### src/rtl/cellrv32_cpu_cp_fpu_f2i_xl_pkg.sv
// Shared constants for the FPU float-to-integer converter: rounding-mode
// codes, operand class indices, exception flag indices and float-format
// geometry helpers.
package cellrv32_cpu_cp_fpu_f2i_xl_pkg;

  // Rounding modes, already resolved by the dispatcher (never DYN)
  localparam logic [2:0] fp_rm_rne_c = 3'b000;
  localparam logic [2:0] fp_rm_rtz_c = 3'b001;
  localparam logic [2:0] fp_rm_rdn_c = 3'b010;
  localparam logic [2:0] fp_rm_rup_c = 3'b011;
  localparam logic [2:0] fp_rm_rmm_c = 3'b100;

  // Operand class one-hot indices
  localparam int fp_class_neg_inf_c     = 0;
  localparam int fp_class_neg_norm_c    = 1;
  localparam int fp_class_neg_denorm_c  = 2;
  localparam int fp_class_neg_zero_c    = 3;
  localparam int fp_class_pos_zero_c    = 4;
  localparam int fp_class_pos_denorm_c  = 5;
  localparam int fp_class_pos_norm_c    = 6;
  localparam int fp_class_pos_inf_c     = 7;
  localparam int fp_class_snan_c        = 8;
  localparam int fp_class_qnan_c        = 9;

  // Exception flag indices
  localparam int fp_exc_nv_c = 0;
  localparam int fp_exc_dz_c = 1;
  localparam int fp_exc_of_c = 2;
  localparam int fp_exc_uf_c = 3;
  localparam int fp_exc_nx_c = 4;

  // Exponent field width for binary32 / binary64
  function automatic int fp_exp_w(input int flen);
    return (flen == 64) ? 11 : 8;
  endfunction

  // Fraction field width for binary32 / binary64
  function automatic int fp_mant_w(input int flen);
    return (flen == 64) ? 52 : 23;
  endfunction

  // Exponent bias for binary32 / binary64
  function automatic int fp_bias(input int flen);
    return (flen == 64) ? 1023 : 127;
  endfunction

endpackage

### src/rtl/cellrv32_cpu_cp_fpu_f2i_xl_if.sv
// Request/response bundle between the FPU op dispatcher and the
// float-to-integer converter.
interface cellrv32_cpu_cp_fpu_f2i_xl_if
  import cellrv32_cpu_cp_fpu_f2i_xl_pkg::*;
#(
  parameter int XLEN = 32,
  parameter int FLEN = 32
);
  localparam int EXP_W  = fp_exp_w(FLEN);
  localparam int MANT_W = fp_mant_w(FLEN);

  logic              start_i;
  logic              abort_i;
  logic [2:0]        rmode_i;
  logic              unsigned_i;
  logic              long_i;
  logic              sign_i;
  logic [EXP_W-1:0]  exponent_i;
  logic [MANT_W-1:0] mantissa_i;
  logic [9:0]        class_i;
  logic [XLEN-1:0]   result_o;
  logic [4:0]        flags_o;
  logic              done_o;
  logic              busy_o;

  modport master (
    output start_i, abort_i, rmode_i, unsigned_i, long_i,
           sign_i, exponent_i, mantissa_i, class_i,
    input  result_o, flags_o, done_o, busy_o
  );

  modport slave (
    input  start_i, abort_i, rmode_i, unsigned_i, long_i,
           sign_i, exponent_i, mantissa_i, class_i,
    output result_o, flags_o, done_o, busy_o
  );

endinterface

### src/rtl/cellrv32_cpu_cp_fpu_f2i_xl_rnd.sv
// Integer rounding step: decides whether the truncated magnitude is bumped
// by one from guard/sticky, sign and rounding mode. Purely combinational so
// the fp-to-fp rounder can reuse it.
module cellrv32_cpu_cp_fpu_rnd_int
  import cellrv32_cpu_cp_fpu_f2i_xl_pkg::*;
#(
  parameter int WIDTH = 33
) (
  input  logic [WIDTH-1:0] mag,
  input  logic             guard,
  input  logic             sticky,
  input  logic             sign,
  input  logic [2:0]       rmode,
  output logic             inc,
  output logic             inexact,
  output logic [WIDTH-1:0] sum,
  output logic             carry
);

  // Increment decision per rounding mode, then the WIDTH+1-bit add
  always_comb begin
    // NOTE: every output gets a value before the case so no path leaves one
    // unassigned; otherwise synthesis would infer a latch.
    inc     = 1'b0;
    inexact = guard | sticky;
    case (rmode)
      fp_rm_rne_c: inc = guard & (sticky | mag[0]);
      fp_rm_rdn_c: inc = sign & inexact;
      fp_rm_rup_c: inc = ~sign & inexact;
      fp_rm_rmm_c: inc = guard;
      default:     inc = 1'b0; // RTZ and the reserved codes truncate
    endcase
    {carry, sum} = {1'b0, mag} + {{WIDTH{1'b0}}, inc};
  end

endmodule

### src/rtl/cellrv32_cpu_cp_fpu_f2i_xl.sv
// Multi-cycle float-to-integer converter (FCVT.W/WU, and L/LU when XLEN=64).
// The hidden-1 magnitude is shifted left SHIFT_STEP bits per cycle, rounded
// once, range-checked, and saturated with NV on overflow, NaN or infinity.
module cellrv32_cpu_cp_fpu_f2i_xl
  import cellrv32_cpu_cp_fpu_f2i_xl_pkg::*;
#(
  parameter int XLEN       = 32,
  parameter int FLEN       = 32,
  parameter int SHIFT_STEP = 1
) (
  input  logic                          clk_i,
  input  logic                          rstn_i,
  cellrv32_cpu_cp_fpu_f2i_xl_if.slave   bus
);

  localparam int EXP_W  = fp_exp_w(FLEN);
  localparam int MANT_W = fp_mant_w(FLEN);
  localparam int BIAS   = fp_bias(FLEN);
  localparam int N      = XLEN + 1;  // magnitude width incl. one overflow bit
  localparam int EW     = EXP_W + 2; // signed unbiased exponent width
  localparam logic [7:0]      STEP = 8'(SHIFT_STEP);
  localparam logic [XLEN+1:0] ONE  = (XLEN+2)'(1);

  typedef enum logic [2:0] {S_IDLE, S_PREP, S_SHIFT, S_ROUND, S_FINAL} state_t;

  state_t            state_q;
  logic              op_sign, op_uns, op_long, op_nan, op_inf, op_zero;
  logic [2:0]        op_rm;
  logic [EXP_W-1:0]  op_exp;
  logic [MANT_W-1:0] op_mant;
  logic [N-1:0]      mag_q;
  logic [MANT_W-1:0] frac_q;  // mantissa bits not yet shifted into mag_q
  logic              sticky_q;
  logic [7:0]        cnt_q;
  logic [XLEN-1:0]   result_q;
  logic [4:0]        flags_q;
  logic              done_q, busy_q;

  logic signed [EW-1:0] e;
  logic [7:0]           w_bits, shamt;
  logic                 early_ovf, prep_final;
  logic [N+MANT_W-1:0]  ext_sh;
  logic                 rnd_inc, rnd_inexact, rnd_carry;
  logic [N-1:0]         rnd_sum;
  logic [XLEN+1:0]      m_full, lim_half, lim_full;
  logic                 rng_ovf;
  logic [XLEN-1:0]      sat_pos, sat_neg, res_raw, res_ext;
  logic [4:0]           flags_nxt;
  logic                 nv, nx;

  assign e          = $signed({2'b00, op_exp}) - $signed(EW'(BIAS));
  assign w_bits     = op_long ? 8'd64 : 8'd32;
  assign early_ovf  = e > $signed({{(EW-8){1'b0}}, w_bits});
  assign prep_final = op_nan | op_inf | op_zero | early_ovf;
  assign shamt      = (cnt_q < STEP) ? cnt_q : STEP;
  assign ext_sh     = {mag_q, frac_q} << shamt;

  cellrv32_cpu_cp_fpu_rnd_int #(.WIDTH(N)) u_rnd (
    .mag     (mag_q),
    .guard   (frac_q[MANT_W-1]),
    .sticky  (sticky_q | (|frac_q[MANT_W-2:0])),
    .sign    (op_sign),
    .rmode   (op_rm),
    .inc     (rnd_inc),
    .inexact (rnd_inexact),
    .sum     (rnd_sum),
    .carry   (rnd_carry)
  );

  // Range limits of the rounded magnitude for the current target width
  assign m_full   = {rnd_carry, rnd_sum};
  assign lim_half = ONE << (w_bits - 8'd1);
  assign lim_full = ONE << w_bits;
  assign rng_ovf  = op_sign ? (op_uns ? (m_full != '0) : (m_full > lim_half))
                            : (op_uns ? (m_full >= lim_full) : (m_full >= lim_half));
  assign sat_pos  = op_uns ? '1 : XLEN'(lim_half - ONE);
  assign sat_neg  = op_uns ? '0 : XLEN'(~lim_half + ONE);

  // Final result and flags, for both the PREP shortcut and the ROUND path
  always_comb begin
    res_raw = '0;
    nv      = 1'b0;
    nx      = 1'b0;
    if (state_q == S_PREP) begin
      if (op_nan) begin
        res_raw = sat_pos;
        nv      = 1'b1;
      end else if (op_inf || early_ovf) begin
        res_raw = op_sign ? sat_neg : sat_pos;
        nv      = 1'b1;
      end
    end else if (rng_ovf) begin
      res_raw = op_sign ? sat_neg : sat_pos;
      nv      = 1'b1;
    end else begin
      res_raw = (op_sign && !op_uns) ? XLEN'(~m_full + ONE) : XLEN'(m_full);
      nx      = rnd_inexact;
    end
    // 32-bit targets are sign-extended from bit 31 for W and WU alike
    res_ext = res_raw;
    if (!op_long) begin
      for (int i = 32; i < XLEN; i++) res_ext[i] = res_raw[31];
    end
    flags_nxt              = '0;
    flags_nxt[fp_exc_nv_c] = nv;
    flags_nxt[fp_exc_nx_c] = nx;
  end

  // Control FSM with operand capture, shifting datapath and registered outputs
  always_ff @(posedge clk_i or negedge rstn_i) begin
    if (!rstn_i) begin
      state_q  <= S_IDLE;
      op_sign  <= 1'b0;
      op_uns   <= 1'b0;
      op_long  <= 1'b0;
      op_nan   <= 1'b0;
      op_inf   <= 1'b0;
      op_zero  <= 1'b0;
      op_rm    <= '0;
      op_exp   <= '0;
      op_mant  <= '0;
      mag_q    <= '0;
      frac_q   <= '0;
      sticky_q <= 1'b0;
      cnt_q    <= '0;
      result_q <= '0;
      flags_q  <= '0;
      done_q   <= 1'b0;
      busy_q   <= 1'b0;
    end else begin
      // NOTE: non-blocking assignments throughout, so every register sees
      // the pre-edge values of the others regardless of statement order.
      done_q <= 1'b0;
      if (state_q != S_IDLE && bus.abort_i) begin
        state_q <= S_IDLE;
        busy_q  <= 1'b0;
      end else begin
        case (state_q)
          S_IDLE: begin
            if (bus.start_i && !bus.abort_i) begin
              op_sign <= bus.sign_i;
              op_uns  <= bus.unsigned_i;
              op_long <= (XLEN == 64) ? bus.long_i : 1'b0;
              op_nan  <= bus.class_i[fp_class_snan_c] | bus.class_i[fp_class_qnan_c];
              op_inf  <= bus.class_i[fp_class_neg_inf_c] | bus.class_i[fp_class_pos_inf_c];
              op_zero <= bus.class_i[fp_class_neg_zero_c] | bus.class_i[fp_class_pos_zero_c];
              op_rm   <= bus.rmode_i;
              op_exp  <= bus.exponent_i;
              op_mant <= bus.mantissa_i;
              busy_q  <= 1'b1;
              state_q <= S_PREP;
            end
          end
          S_PREP: begin
            if (prep_final) begin
              result_q <= res_ext;
              flags_q  <= flags_nxt;
              done_q   <= 1'b1;
              state_q  <= S_FINAL;
            end else if (e < 0) begin
              mag_q <= '0;
              if (e == -1) begin
                frac_q   <= {1'b1, op_mant[MANT_W-1:1]};
                sticky_q <= op_mant[0];
              end else begin
                frac_q   <= '0;
                sticky_q <= 1'b1;
              end
              state_q <= S_ROUND;
            end else begin
              mag_q    <= N'(1);
              frac_q   <= op_mant;
              sticky_q <= 1'b0;
              cnt_q    <= e[7:0];
              state_q  <= (e == 0) ? S_ROUND : S_SHIFT;
            end
          end
          S_SHIFT: begin
            {mag_q, frac_q} <= ext_sh;
            cnt_q           <= cnt_q - shamt;
            if (cnt_q <= STEP) state_q <= S_ROUND;
          end
          S_ROUND: begin
            result_q <= res_ext;
            flags_q  <= flags_nxt;
            done_q   <= 1'b1;
            state_q  <= S_FINAL;
          end
          S_FINAL: begin
            busy_q  <= 1'b0;
            state_q <= S_IDLE;
          end
          default: begin
            busy_q  <= 1'b0;
            state_q <= S_IDLE;
          end
        endcase
      end
    end
  end

  assign bus.result_o = result_q;
  assign bus.flags_o  = flags_q;
  assign bus.done_o   = done_q;
  assign bus.busy_o   = busy_q;

endmodule

### src/flat_wrapper.sv
// flat-port wrapper written by rule: the top's interface ports become plain ports
module cellrv32_cpu_cp_fpu_f2i_xl_flat import cellrv32_cpu_cp_fpu_f2i_xl_pkg::*;
#(
  parameter int XLEN       = 32,
  parameter int FLEN       = 32,
  parameter int SHIFT_STEP = 1
)
  (clk_i, rstn_i, bus_start_i, bus_abort_i, bus_rmode_i, bus_unsigned_i, bus_long_i, bus_sign_i, bus_exponent_i, bus_mantissa_i, bus_class_i, bus_result_o, bus_flags_o, bus_done_o, bus_busy_o);
  cellrv32_cpu_cp_fpu_f2i_xl_if #(.XLEN(XLEN), .FLEN(FLEN)) bus_i ();
  input  logic clk_i;
  input  logic rstn_i;
  input wire logic [$bits(bus_i.start_i)-1:0] bus_start_i;
  input wire logic [$bits(bus_i.abort_i)-1:0] bus_abort_i;
  input wire logic [$bits(bus_i.rmode_i)-1:0] bus_rmode_i;
  input wire logic [$bits(bus_i.unsigned_i)-1:0] bus_unsigned_i;
  input wire logic [$bits(bus_i.long_i)-1:0] bus_long_i;
  input wire logic [$bits(bus_i.sign_i)-1:0] bus_sign_i;
  input wire logic [$bits(bus_i.exponent_i)-1:0] bus_exponent_i;
  input wire logic [$bits(bus_i.mantissa_i)-1:0] bus_mantissa_i;
  input wire logic [$bits(bus_i.class_i)-1:0] bus_class_i;
  output wire logic [$bits(bus_i.result_o)-1:0] bus_result_o;
  output wire logic [$bits(bus_i.flags_o)-1:0] bus_flags_o;
  output wire logic [$bits(bus_i.done_o)-1:0] bus_done_o;
  output wire logic [$bits(bus_i.busy_o)-1:0] bus_busy_o;
  assign bus_i.start_i = bus_start_i;
  assign bus_i.abort_i = bus_abort_i;
  assign bus_i.rmode_i = bus_rmode_i;
  assign bus_i.unsigned_i = bus_unsigned_i;
  assign bus_i.long_i = bus_long_i;
  assign bus_i.sign_i = bus_sign_i;
  assign bus_i.exponent_i = bus_exponent_i;
  assign bus_i.mantissa_i = bus_mantissa_i;
  assign bus_i.class_i = bus_class_i;
  assign bus_result_o = bus_i.result_o;
  assign bus_flags_o = bus_i.flags_o;
  assign bus_done_o = bus_i.done_o;
  assign bus_busy_o = bus_i.busy_o;
  cellrv32_cpu_cp_fpu_f2i_xl #(.XLEN(XLEN), .FLEN(FLEN), .SHIFT_STEP(SHIFT_STEP)) u_core (.clk_i(clk_i), .rstn_i(rstn_i), .bus(bus_i));
endmodule
### config.mk
export PLATFORM = sky130hd
export DESIGN_NAME = cellrv32_cpu_cp_fpu_f2i_xl_flat
export DESIGN_NICKNAME = d
export VERILOG_FILES = /design/src/rtl/cellrv32_cpu_cp_fpu_f2i_xl_pkg.sv /design/src/rtl/cellrv32_cpu_cp_fpu_f2i_xl_if.sv /design/src/rtl/cellrv32_cpu_cp_fpu_f2i_xl_rnd.sv /design/src/rtl/cellrv32_cpu_cp_fpu_f2i_xl.sv /design/src/flat_wrapper.sv
export SDC_FILE = /design/constraint.sdc
export NUM_CORES = 1
export LEC_CHECK = 0
export CORE_MARGIN = 1
export CORE_UTILIZATION = 57
export CTS_BUF_LIST = sky130_fd_sc_hd__clkbuf_16
export DETAILED_ROUTE_END_ITERATION = 12
export PLACE_DENSITY = 0.88
export SETUP_SLACK_MARGIN = 0.02
export SLEW_MARGIN = 20
export SYNTH_ARGS = -nofsm -noshare
export SYNTH_HDL_FRONTEND = slang
export SYNTH_SLANG_ARGS = --single-unit
export TNS_END_PERCENT = 10
### constraint.sdc
create_clock -name clk_i -period 5.29 [get_ports clk_i]
set_input_delay 1.587 -clock clk_i [delete_from_list [all_inputs] [get_ports clk_i]]
set_output_delay 1.587 -clock clk_i [all_outputs]
set_load 0.005 [all_outputs]
==> impl_metrics.yaml <==
outcome:
  status: "finished, final reports clean"
detailed_routing:
  vias: 6870
  dr.pass1.iters: 9
  wl_per_cell_um: 18.34
  drtIter0Drc: 710
  drc: 0
  viasPerCell: 6.481
  detail-route-antenna-nets: 0
  routed_wl_um: 19440
layout:
  fillers: 1037
  drive_above_1_share_pct: 11.14
  nNetsFinal: 925
  multi_input_area_sq_um: 4169
  final_core_util_pct: 68.64
  finish.instance_area_sq_um: 9528
  area_delta_synth_final_pct: 17.81
  final_cells: 1060
  seqCellArea_sq_um: 3578
  antenna_cells: 0
critical_path:
  r2r_cells: 18
  path_depth: 18
  worstSetupEndpointType: "register"
  path_delay_family: "compound AO/OA/AOI/OAI gates"
  slowest_delay_ns: 0.41
  critical-path-slowest-cell: "and3_1"
  path_buf_inv: 2
  path_class: "reg -> reg"
  worstSetupStartpointType: "register"
  cp_cell_sequence: "nor4_1 -> and4_1 -> nand3_1 -> o31ai_1 -> a21oi_1 -> ha_1 -> ha_1 -> and3_1 -> a21o_1 -> a211o_1 -> a221oi_1 -> buf_4 -> a32oi_1 -> nor4b_2 -> a31oi_2 -> buf_4 -> o21ai_0 -> o211a_1"
  cp.required_ns: 5.65
  cp_max_fo: 30
  arrival_ns: 5.25
global_routing:
  grt_util_met1_pct: 36.84
  grt_overflow: 0
  grt_max_degree: 120
  global_route.usage.met2_pct: 45.36
  track_usage_pct: 28.10
  grt_pass1_wl_um: 32240
  grt_use_met3_pct: 6.673
  grt.busiest_layer: "met2"
  grt_pass1_vias: 6442
  antenna_found_initial: 0
place:
  dp_hpwl_um: 12850
  pre_cts_ws_ns: 0.3602
  dp_cells: 1028
  placed_cell_area_sq_um: 8912
  routabilityCongestion: 0.9008
  placement.io_buffers: 81
worst_hold_path:
  min_path_cells: 2
  holdCritPathClass: "reg -> reg"
logic_synthesis:
  yosys.area.top_type: "dfrtp_1"
  synth_cells: 826
  netlist_top_cells_area: "dfrtp_1 44%, mux2_2 5.3%, o21ai_0 5.0%"
  ys.flop_type: "dfrtp_1"
  synth.avg_cell_area_sq_um: 9.791
  synth_edf_count: 0
  synth_most_common_cell: "dfrtp_1"
  synth_top_area_share_pct: 44.25
  syn_area_sq_um: 8088
  yosys-top-cells-count: "143 x dfrtp_1, 80 x o21ai_0, 79 x nand2_1, 53 x clkbuf_1, 41 x xnor2_1"
  synth_cell_types: 64
  yosysSeqAreaShare_pct: 44.25
  async_flop_share_pct: 100.0
  ys_ff_latch: 143
  ys_warn_count: 0
power:
  power_mw: 4.380
  leakage_nw: 4.030
  ir_drop_mv: 0.3258
  power.density_nw_per_um2: 459.7
timing:
  drv_slew: 0
  hold_viol_final: 0
  hold_slack_ns: 0.4905
  worst_slack_ns: 0.4079
  fin_setup_tns_ns: 0
  relSlewSlack_pct: 33.41
  fin_crit_sh_pct: 92.29
  finClkSkew_ns: 0.01278
  setup_viol: 0
  max_freq_mhz: 204.8
  worst_pin_slew_ns: 0.9977
  rsz0062_at_grt: "false"
  finalCriticalPeriod_ns: 4.882
floorplan:
  die_h_um: 121.1
  num_io_pins: 90
  core_area_sq_um: 13880
  rows: 43
  fp.dieW_um: 121.1
  start_util_pct: 58.27
  dieArea_sq_um: 14670
clock_tree:
  clk_pin_slew_worst_paths_ns: 0.06
  clock_latency_ns: 0.43
  cts_hold_buf: 0
  clock-root-buffer: "clkbuf_16"
  clockBufferDepth: 2
  tritoncts: "done"
  cts_setup_buffers: 0
  cts.sinks: 143
  htree_levels: 4
  cts_resized: 0
  cts_made_buffers: 17
run:
  max_cap_viol_count: 0
==> layer usage <==
layer	part of all wire, %	wire length (um)
met1	42	8132
met5	0	0
met2	48	9417
met4	2.2	429
met3	7.5	1464
==> cell type report <==
| cell class | instances | area share [%] |
|---|---|---|
| clock inverter | 15 | 1.773 |
| clock buffer | 17 | 4.465 |
| sequential | 143 | 37.56 |
| timing repair buffer | 92 | 9.416 |
| tap | 180 | 2.364 |
| multi-input combinational | 596 | 43.76 |
| inverter | 17 | 0.6697 |
==> where the power goes <==
part / switching [mW] / internal (mW) / leakage [nW]
registers: 0.284 / 1.41 / 1.79
logic: 0.707 / 0.785 / 1.95
clock network: 0.521 / 0.671 / 0.283
total: 1.51 / 2.87 / 4.03
==> cell families (layout without fill, tap and decap cells) <==
kind of cell | Yosys count | after routing | synth area share, %
XOR/XNOR | 64 | 64 | 6.931
buffers and inverters | 89 | 141 | 4.780
flip-flops | 143 | 143 | 44.25
multiplexers | 46 | 46 | 6.281
other | 1 | 3 | 0.04637
adder cells (fa/ha/maj) | 7 | 7 | 1.083
AND/OR/NAND/NOR | 229 | 229 | 14.16
AO/OA/AOI/OAI | 247 | 247 | 22.48
==> state kept, by name, summed over array words and instances (netlist names), 2 cells and up <==
signal and flops:
u_core.op_exp 8, u_core.bus.flags_o 2, u_core.state_q 3, u_core.cnt_q 8, u_core.op_mant 23, u_core.op_rm 3
u_core.mag_q 33, u_core.bus.result_o 32, u_core.frac_q 23
==> worst paths after layout <==
kind,from,end,slack (ns)
max,u_core.frac_q[4]$_DFFE_PN0P_,u_core.bus.result_o[15]$_DFFE_PN0P_,0.41
min,u_core.op_inf$_DFFE_PN0P_,u_core.op_inf$_DFFE_PN0P_,0.49
max reg2reg,u_core.frac_q[4]$_DFFE_PN0P_,u_core.bus.result_o[15]$_DFFE_PN0P_,0.41
min reg2reg,u_core.op_inf$_DFFE_PN0P_,u_core.op_inf$_DFFE_PN0P_,0.49
max in group asynchronous,rstn_i,u_core.frac_q[21]$_DFFE_PN0P_,3.10
min in group asynchronous,rstn_i,u_core.cnt_q[2]$_DFFE_PN0P_,1.29
==> placed cells by master, fill, tap and decap left out, types with 6 or more instances in the layout <==
master / count
clkdlybuf4s50_1: 80
mux2i_1: 8
nor4_1: 14
ha_1: 7
clkbuf_16: 17
a22o_1: 33
xnor2_1: 41
buf_4: 11
o211a_1: 30
mux2_2: 38
a21oi_1: 20
xor2_1: 23
nand2_1: 79
dfrtp_1: 143
nor3_1: 16
o21ai_0: 80
nand4_1: 12
and3_1: 6
nand3_1: 32
and4_1: 8
nor2_1: 27
nand2b_1: 6
o31ai_1: 16
a222oi_1: 21
inv_1: 16
==> worst register-to-register path: stages (launching register included) <==
cell and delay [ns]:
dfrtp_1 0.40, nor4_1 0.35, and4_1 0.26, nand3_1 0.14, o31ai_1 0.26, a21oi_1 0.14
ha_1 0.25, ha_1 0.26, and3_1 0.41, a21o_1 0.28, a211o_1 0.35, a221oi_1 0.30
buf_4 0.19, a32oi_1 0.07, nor4b_2 0.32, a31oi_2 0.14, buf_4 0.23, o21ai_0 0.28
o211a_1 0.20
Note: power is estimated with default switching activity, not from simulation.
